<file path="src/rtl/cache_pkg.sv">
// Shared cache line geometry and serializer state type. The line deserializer
// imports this same package so both sides agree on word order and line width.
package cache_pkg;

    localparam int WORD_W         = 32;
    localparam int WORDS_PER_LINE = 8;
    localparam int LINE_W         = WORD_W * WORDS_PER_LINE;
    localparam int IDX_W          = $clog2(WORDS_PER_LINE);

    typedef logic [WORD_W-1:0] word_t;
    typedef logic [LINE_W-1:0] line_t;

    typedef enum logic {IDLE, SEND} state_t;

endpackage

</file>
<file path="src/rtl/line_serializer_if.sv">
// Line-in / word-out bus of the line serializer. The master modport is the
// upstream cache side that offers lines and sinks words; slave is the serializer.
interface line_serializer_if #(
    parameter int WORD_W = cache_pkg::WORD_W,
    parameter int WORDS  = cache_pkg::WORDS_PER_LINE
);

    logic [WORD_W*WORDS-1:0]   line_in;
    logic                      line_valid;
    logic                      line_ready;
    logic [WORD_W-1:0]         word_out;
    logic [$clog2(WORDS)-1:0]  word_idx;
    logic                      word_valid;
    logic                      word_ready;
    logic                      word_last;
    logic                      busy;

    modport master (
        output line_in, line_valid, word_ready,
        input  line_ready, word_out, word_idx, word_valid, word_last, busy
    );

    modport slave (
        input  line_in, line_valid, word_ready,
        output line_ready, word_out, word_idx, word_valid, word_last, busy
    );

endinterface

</file>
<file path="src/rtl/line_serializer.sv">
// Splits one cache line into WORDS words, word k taken from bits
// [k*WORD_W +: WORD_W], so the deserializer reassembles the line bit-exact.
// A new line can be loaded on the last beat of the current one (no bubble).
module line_serializer #(
    parameter int WORD_W = cache_pkg::WORD_W,
    parameter int WORDS  = cache_pkg::WORDS_PER_LINE
) (
    input logic              clk,
    input logic              rst,
    line_serializer_if.slave bus
);

    import cache_pkg::*;

    localparam int                 IW       = $clog2(WORDS);
    localparam logic [IW-1:0]      LAST_IDX = IW'(WORDS - 1);

    state_t                  state_q;
    logic [IW-1:0]           idx_q;
    logic [IW-1:0]           idx_d;
    logic [WORD_W*WORDS-1:0] line_q;
    logic                    word_valid_q;
    logic                    word_last_q;

    logic beat;
    logic last_beat;
    logic line_take;

    assign beat      = word_valid_q && bus.word_ready;
    assign last_beat = beat && (idx_q == LAST_IDX);
    assign idx_d     = idx_q + 1'b1;

    // Ready in IDLE, or on the final beat when another line is waiting.
    assign bus.line_ready = (state_q == IDLE) || (last_beat && bus.line_valid);
    assign line_take      = bus.line_valid && bus.line_ready;

    // Outputs decode only registered state; word mux is a part-select of the line.
    assign bus.word_out   = line_q[idx_q*WORD_W +: WORD_W];
    assign bus.word_idx   = idx_q;
    assign bus.word_valid = word_valid_q;
    assign bus.word_last  = word_last_q;
    assign bus.busy       = (state_q == SEND);

    // Serializer FSM: load a line, step idx on each beat, reload or idle at the end.
    always_ff @(posedge clk) begin
        if (rst) begin
            state_q      <= IDLE;
            idx_q        <= '0;
            line_q       <= '0;
            word_valid_q <= 1'b0;
            word_last_q  <= 1'b0;
        end else begin
            case (state_q)
                IDLE: begin
                    if (line_take) begin
                        line_q       <= bus.line_in;
                        idx_q        <= '0;
                        word_valid_q <= 1'b1;
                        word_last_q  <= (LAST_IDX == '0);
                        state_q      <= SEND;
                    end
                end
                SEND: begin
                    if (beat) begin
                        if (idx_q == LAST_IDX) begin
                            if (line_take) begin
                                line_q       <= bus.line_in;
                                idx_q        <= '0;
                                word_valid_q <= 1'b1;
                                word_last_q  <= (LAST_IDX == '0);
                            end else begin
                                word_valid_q <= 1'b0;
                                word_last_q  <= 1'b0;
                                state_q      <= IDLE;
                            end
                        end else begin
                            idx_q       <= idx_d;
                            word_last_q <= (idx_d == LAST_IDX);
                        end
                    end
                end
                default: begin
                    state_q      <= IDLE;
                    word_valid_q <= 1'b0;
                    word_last_q  <= 1'b0;
                end
            endcase
        end
    end

endmodule

</file>
<file path="src/flat_wrapper.sv">
// flat-port wrapper written by rule: the top's interface ports become plain ports
module line_serializer_flat import cache_pkg::*;
#(
    parameter int WORD_W = cache_pkg::WORD_W,
    parameter int WORDS  = cache_pkg::WORDS_PER_LINE
)
  (clk, rst, bus_line_in, bus_line_valid, bus_word_ready, bus_line_ready, bus_word_out, bus_word_idx, bus_word_valid, bus_word_last, bus_busy);
  line_serializer_if #(.WORD_W(WORD_W), .WORDS(WORDS)) bus_i ();
  input logic clk;
  input logic rst;
  input wire logic [$bits(bus_i.line_in)-1:0] bus_line_in;
  input wire logic [$bits(bus_i.line_valid)-1:0] bus_line_valid;
  input wire logic [$bits(bus_i.word_ready)-1:0] bus_word_ready;
  output wire logic [$bits(bus_i.line_ready)-1:0] bus_line_ready;
  output wire logic [$bits(bus_i.word_out)-1:0] bus_word_out;
  output wire logic [$bits(bus_i.word_idx)-1:0] bus_word_idx;
  output wire logic [$bits(bus_i.word_valid)-1:0] bus_word_valid;
  output wire logic [$bits(bus_i.word_last)-1:0] bus_word_last;
  output wire logic [$bits(bus_i.busy)-1:0] bus_busy;
  assign bus_i.line_in = bus_line_in;
  assign bus_i.line_valid = bus_line_valid;
  assign bus_i.word_ready = bus_word_ready;
  assign bus_line_ready = bus_i.line_ready;
  assign bus_word_out = bus_i.word_out;
  assign bus_word_idx = bus_i.word_idx;
  assign bus_word_valid = bus_i.word_valid;
  assign bus_word_last = bus_i.word_last;
  assign bus_busy = bus_i.busy;
  line_serializer #(.WORD_W(WORD_W), .WORDS(WORDS)) u_core (.clk(clk), .rst(rst), .bus(bus_i));
endmodule
</file>
<file path="config.mk">
export PLATFORM = sky130hd
export DESIGN_NAME = line_serializer_flat
export DESIGN_NICKNAME = d
export VERILOG_FILES = /design/src/rtl/cache_pkg.sv /design/src/rtl/line_serializer_if.sv /design/src/rtl/line_serializer.sv /design/src/flat_wrapper.sv
export SDC_FILE = /design/constraint.sdc
export NUM_CORES = 1
export LEC_CHECK = 0
export BUFFER_PORTS_ARGS = -buffer_cell sky130_fd_sc_hd__buf_2
export CORE_MARGIN = 4
export CORE_UTILIZATION = 59
export CTS_BUF_LIST = sky130_fd_sc_hd__clkbuf_4 sky130_fd_sc_hd__clkbuf_8 sky130_fd_sc_hd__clkbuf_16
export CTS_CLUSTER_SIZE = 16
export DETAILED_ROUTE_END_ITERATION = 10
export GPL_TIMING_DRIVEN = 0
export HOLD_SLACK_MARGIN = 0.02
export PLACE_DENSITY_LB_ADDON = 0.12
export SYNTH_ARGS = -nofsm -noshare
export SYNTH_HDL_FRONTEND = slang
export SYNTH_SLANG_ARGS = --single-unit
</file>
<file path="constraint.sdc">
create_clock -name clk -period 2.8 [get_ports clk]
set_clock_uncertainty 0.15 [all_clocks]
set_input_delay 0.28 -clock clk [delete_from_list [all_inputs] [get_ports clk]]
set_output_delay 0.28 -clock clk [all_outputs]
set_load 0.02 [all_outputs]
</file>
==> impl_summary.log <==
[metrics] max frequency: 358 MHz
[metrics] port buffer count: 297
[metrics] clock sink total: 262
[metrics] worst setup slack after layout: 0.00337 ns
[metrics] FF-to-FF setup slack: 0.24 ns
[metrics] total of warnings raised by yosys: 0
[metrics] total nets after synthesis: 1525
[metrics] Top-Level Pins: 299
[metrics] number of core rows: 55
[metrics] insertion delay of the later-clocked pin in the worst-skew pair: 0.54 ns
[metrics] Routed Wire Length: 49300 um
[metrics] pin count of the biggest net entering global routing: 14
[metrics] Pwr per Cell Area: 499 mW/mm^2
[metrics] post-synthesis simple-gate area fraction: 24.0%
[metrics] worst-path fanout max: 10
[metrics] relative contribution of the clock network to total power: 39.9%
[metrics] clock slew at reported path FFs: 0.06 ns
[metrics] horizontal die dimension: 160 um
[metrics] GP Congestion: 0.869
[metrics] Slew Viols, Final: 0
[metrics] area of the mapped netlist: 0.0137 mm^2
[metrics] wire per inst: 22.6 um
[metrics] 1st-iter DRT viols: 1061
[metrics] reg-to-reg critical path startpoint: u_core.bus.word_idx[1]$_SDFFE_PP0N_
[metrics] utilization of the core after routing: 84.6%
[metrics] sort of element at the end of the critical path: output port
[metrics] number of buffers inserted during clock tree synthesis: 28
[metrics] worst hold stages: 4
[metrics] worst r2r path cells: 7
[metrics] number of max-cap violations: 0
[metrics] antenna-violating nets left: 0
[metrics] # H-tree levels: 1
[metrics] sequential share of power: 42.7%
[metrics] antenna violations before repair: 1
[metrics] maximum clock insertion buffer count: 3
[metrics] Finish-stage setup viols: 0
[metrics] Total Die Area: 0.0257 mm^2
[metrics] Floorplan Core Area: 0.0228 mm^2
[metrics] switching share of power: 25.6%
[metrics] overall routing resource usage: 37.1%
[metrics] internal power contribution: 7.15 mW
[metrics] transition at the pin with the smallest max-transition slack: 0.904 ns
[metrics] leakage power: 8.12 nW
[metrics] post-layout min period: 2.80 ns
[metrics] worst slack, placed: -0.103 ns
[metrics] Die Height: 160 um
[metrics] final hold violation count: 0
[metrics] starting utilization of the core area: 60.2%
[metrics] setup repair after global routing missed its margin: true
[metrics] number of instances in the synthesized netlist: 1262
[metrics] worst rel slew slack: 39.8%
[metrics] CTS tree: done
[metrics] total vias in the final route: 12200
[metrics] synthesized-area fraction occupied by adder cells: 0.274%
[metrics] sequential share of the synthesized area: 38.2%
[metrics] post-synthesis mux area share: 33.2%
[metrics] number of detailed-route iterations in the first pass: 5
[metrics] first-pass GRT wire length: 74500 um
[metrics] fraction of final layout cells with drive strength greater than 1: 25.9%
[metrics] type of the worst setup path: flip-flop to output port
[metrics] outcome: complete, no violations
[metrics] Ant. Diodes: 0
[metrics] Total Nets Final: 2116
[metrics] most common cell after layout, fill and taps aside: sky130_fd_sc_hd__nand2b_1
[metrics] post-route fraction of the period consumed by the critical path: 99.9%
[metrics] mean instance size in the synthesized netlist: 10.9 um^2
[metrics] worst min-delay path category: input port to flip-flop
[metrics] share of total power in combinational logic: 17.4%
[metrics] main combinational cell family by area after synthesis: multiplexers
[metrics] vias per cell: 5.57
[metrics] final HPWL from detailed placement: 30200 um
[metrics] library cells used by synthesis: 33
[metrics] area growth from synthesis to final layout: 40.5%
[metrics] total global routing overflow: 0
[metrics] data arrival at the endpoint of the critical path: 2.37 ns
[metrics] vias in the first global route: 13100
[metrics] NetSw: 2.46 mW
[metrics] Worst R2R End: u_core.line_q[126]$_SDFFE_PP0P_
[metrics] Seq cells post-synth: 262
[metrics] Max VDD drop: 0.495 mV
[metrics] XOR/XNOR share of the synthesized area: 0%
[metrics] type of origin of the critical path: flip-flop
[metrics] destination of the critical timing path: bus_word_out[31]
[metrics] launching element of the worst setup path: u_core.bus.word_idx[0]$_SDFFE_PP0N_
[metrics] leading cell types in the layout, fill and taps excluded: sky130_fd_sc_hd__nand2b_1 (514), sky130_fd_sc_hd__buf_2 (317), sky130_fd_sc_hd__dfxtp_1 (261), sky130_fd_sc_hd__dlygate4sd3_1 (259), sky130_fd_sc_hd__mux2i_1 (257)
[metrics] # DRC: 0
[metrics] data required time at the worst endpoint: 2.37 ns
[metrics] clock root buffer: sky130_fd_sc_hd__clkbuf_16
[metrics] complex-gate fraction of the synthesized area: 0.401%
[routing by layer]
layer | up-vias | wire length, um | GRT usage (%)
met5 | - | 0 | 0
met3 | 173 | 3750 | 6.54
li1 | 5431 | - | -
met4 | 0 | 2460 | 17.1
met2 | 671 | 24400 | 64.5
met1 | 5911 | 18800 | 44.7
[cells in the mapped netlist (all sizes together)]
library cell	count	area, um^2
nand2b	514	3220
dfxtp	262	5250
mux2i	257	2570
mux4	64	1510
clkbuf	62	241
buf	43	284
mux2	32	462
a21oi	3	15.0
ha	3	37.5
inv	3	11.3
nand2	3	11.3
a22o	2	17.5
nand4	2	12.5
nor2	2	7.51
and2	1	6.26
and4b	1	10.0
nand3	1	5.00
nor2b	1	6.26
nor3	1	5.00
nor4	1	6.26
o211ai	1	7.51
o22ai	1	6.26
o32ai	1	8.76
or3	1	6.26
[power by group through the flow]
stage	clock network [mW]	logic [mW]	registers [mW]
4_1_cts	3.81	1.59	4.09
2_1_floorplan	0	0.832	4.13
6_report	3.83	1.67	4.11
3_5_place_dp	0	1.30	4.17
3_3_place_gp	0	1.28	4.16
5_1_grt	3.96	1.76	4.12
[registers in the layout, indices dropped and copies added (netlist names)]
name / flops
u_core.bus.busy: 1
u_core.bus.word_idx: 3
u_core.bus.word_last: 1
u_core.bus.word_valid: 1
u_core.line_q: 256
[timing repair]
item                                    in CTS  in global routing
endpoints found under the setup margin      32                 18
buffers inserted                             3                  1
gates resized for setup                     30                 18
cloned                                       1                  0
hold buffers                               259                  0
hold endpoints to repair                   259                  0
[final cells by class]
type / count / area, um^2
timing repair buffer: 561 / 4170
multi-input combinational: 892 / 7910
sequential: 262 / 5250
buffer: 105 / 586
clock inverter: 7 / 67.6
tap: 313 / 392
fill: 1220 / 3510
clock buffer: 44 / 888
inverter: 3 / 11.3
[cell families (layout without fill, tap and decap cells)]
kind of cell	count (synthesis)	count (layout)
mux	353	353
fa+ha+maj	3	3
buf+inv	108	720
compound gates	8	8
simple gates	528	528
flops	262	262
[how the worst min path moves through the flow]
stage	to	slack [ns]	from
6_report	u_core.line_q[255]$_SDFFE_PP0P_	0.32	rst
5_1_grt	u_core.line_q[97]$_SDFFE_PP0P_	0.34	u_core.line_q[97]$_SDFFE_PP0P_
4_1_cts	u_core.line_q[255]$_SDFFE_PP0P_	0.32	rst
3_5_place_dp	u_core.line_q[85]$_SDFFE_PP0P_	0.31	u_core.line_q[85]$_SDFFE_PP0P_
3_3_place_gp	u_core.line_q[67]$_SDFFE_PP0P_	0.30	u_core.line_q[67]$_SDFFE_PP0P_
2_1_floorplan	u_core.bus.busy$_SDFF_PP0_	0.25	bus_line_valid
[per-stage QoR]
step / instances / TNS [ns] / total power, mW / area (um^2) / hold WS, ns
2_1_floorplan: 1262 / 0 / 4.96 / 13700 / 0.247
3_3_place_gp: 1872 / -0.354 / 5.44 / 15600 / 0.305
3_5_place_dp: 1872 / -0.536 / 5.47 / 15600 / 0.309
4_1_cts: 2186 / -0.0151 / 9.49 / 19200 / 0.316
5_1_grt: 2187 / -0.140 / 9.85 / 19300 / 0.339
6_report: 2187 / 0 / 9.61 / 19300 / 0.316
[worst max-delay path, stage by stage (launching register included)]
cell and delay (ns):
sky130_fd_sc_hd__dfxtp_2 0.34, sky130_fd_sc_hd__buf_6 0.13, sky130_fd_sc_hd__clkbuf_8 0.24, sky130_fd_sc_hd__mux4_1 0.63
sky130_fd_sc_hd__mux2_4 0.30, sky130_fd_sc_hd__buf_2 0.17
No activity file was read; power rests on OpenSTA's default activity.
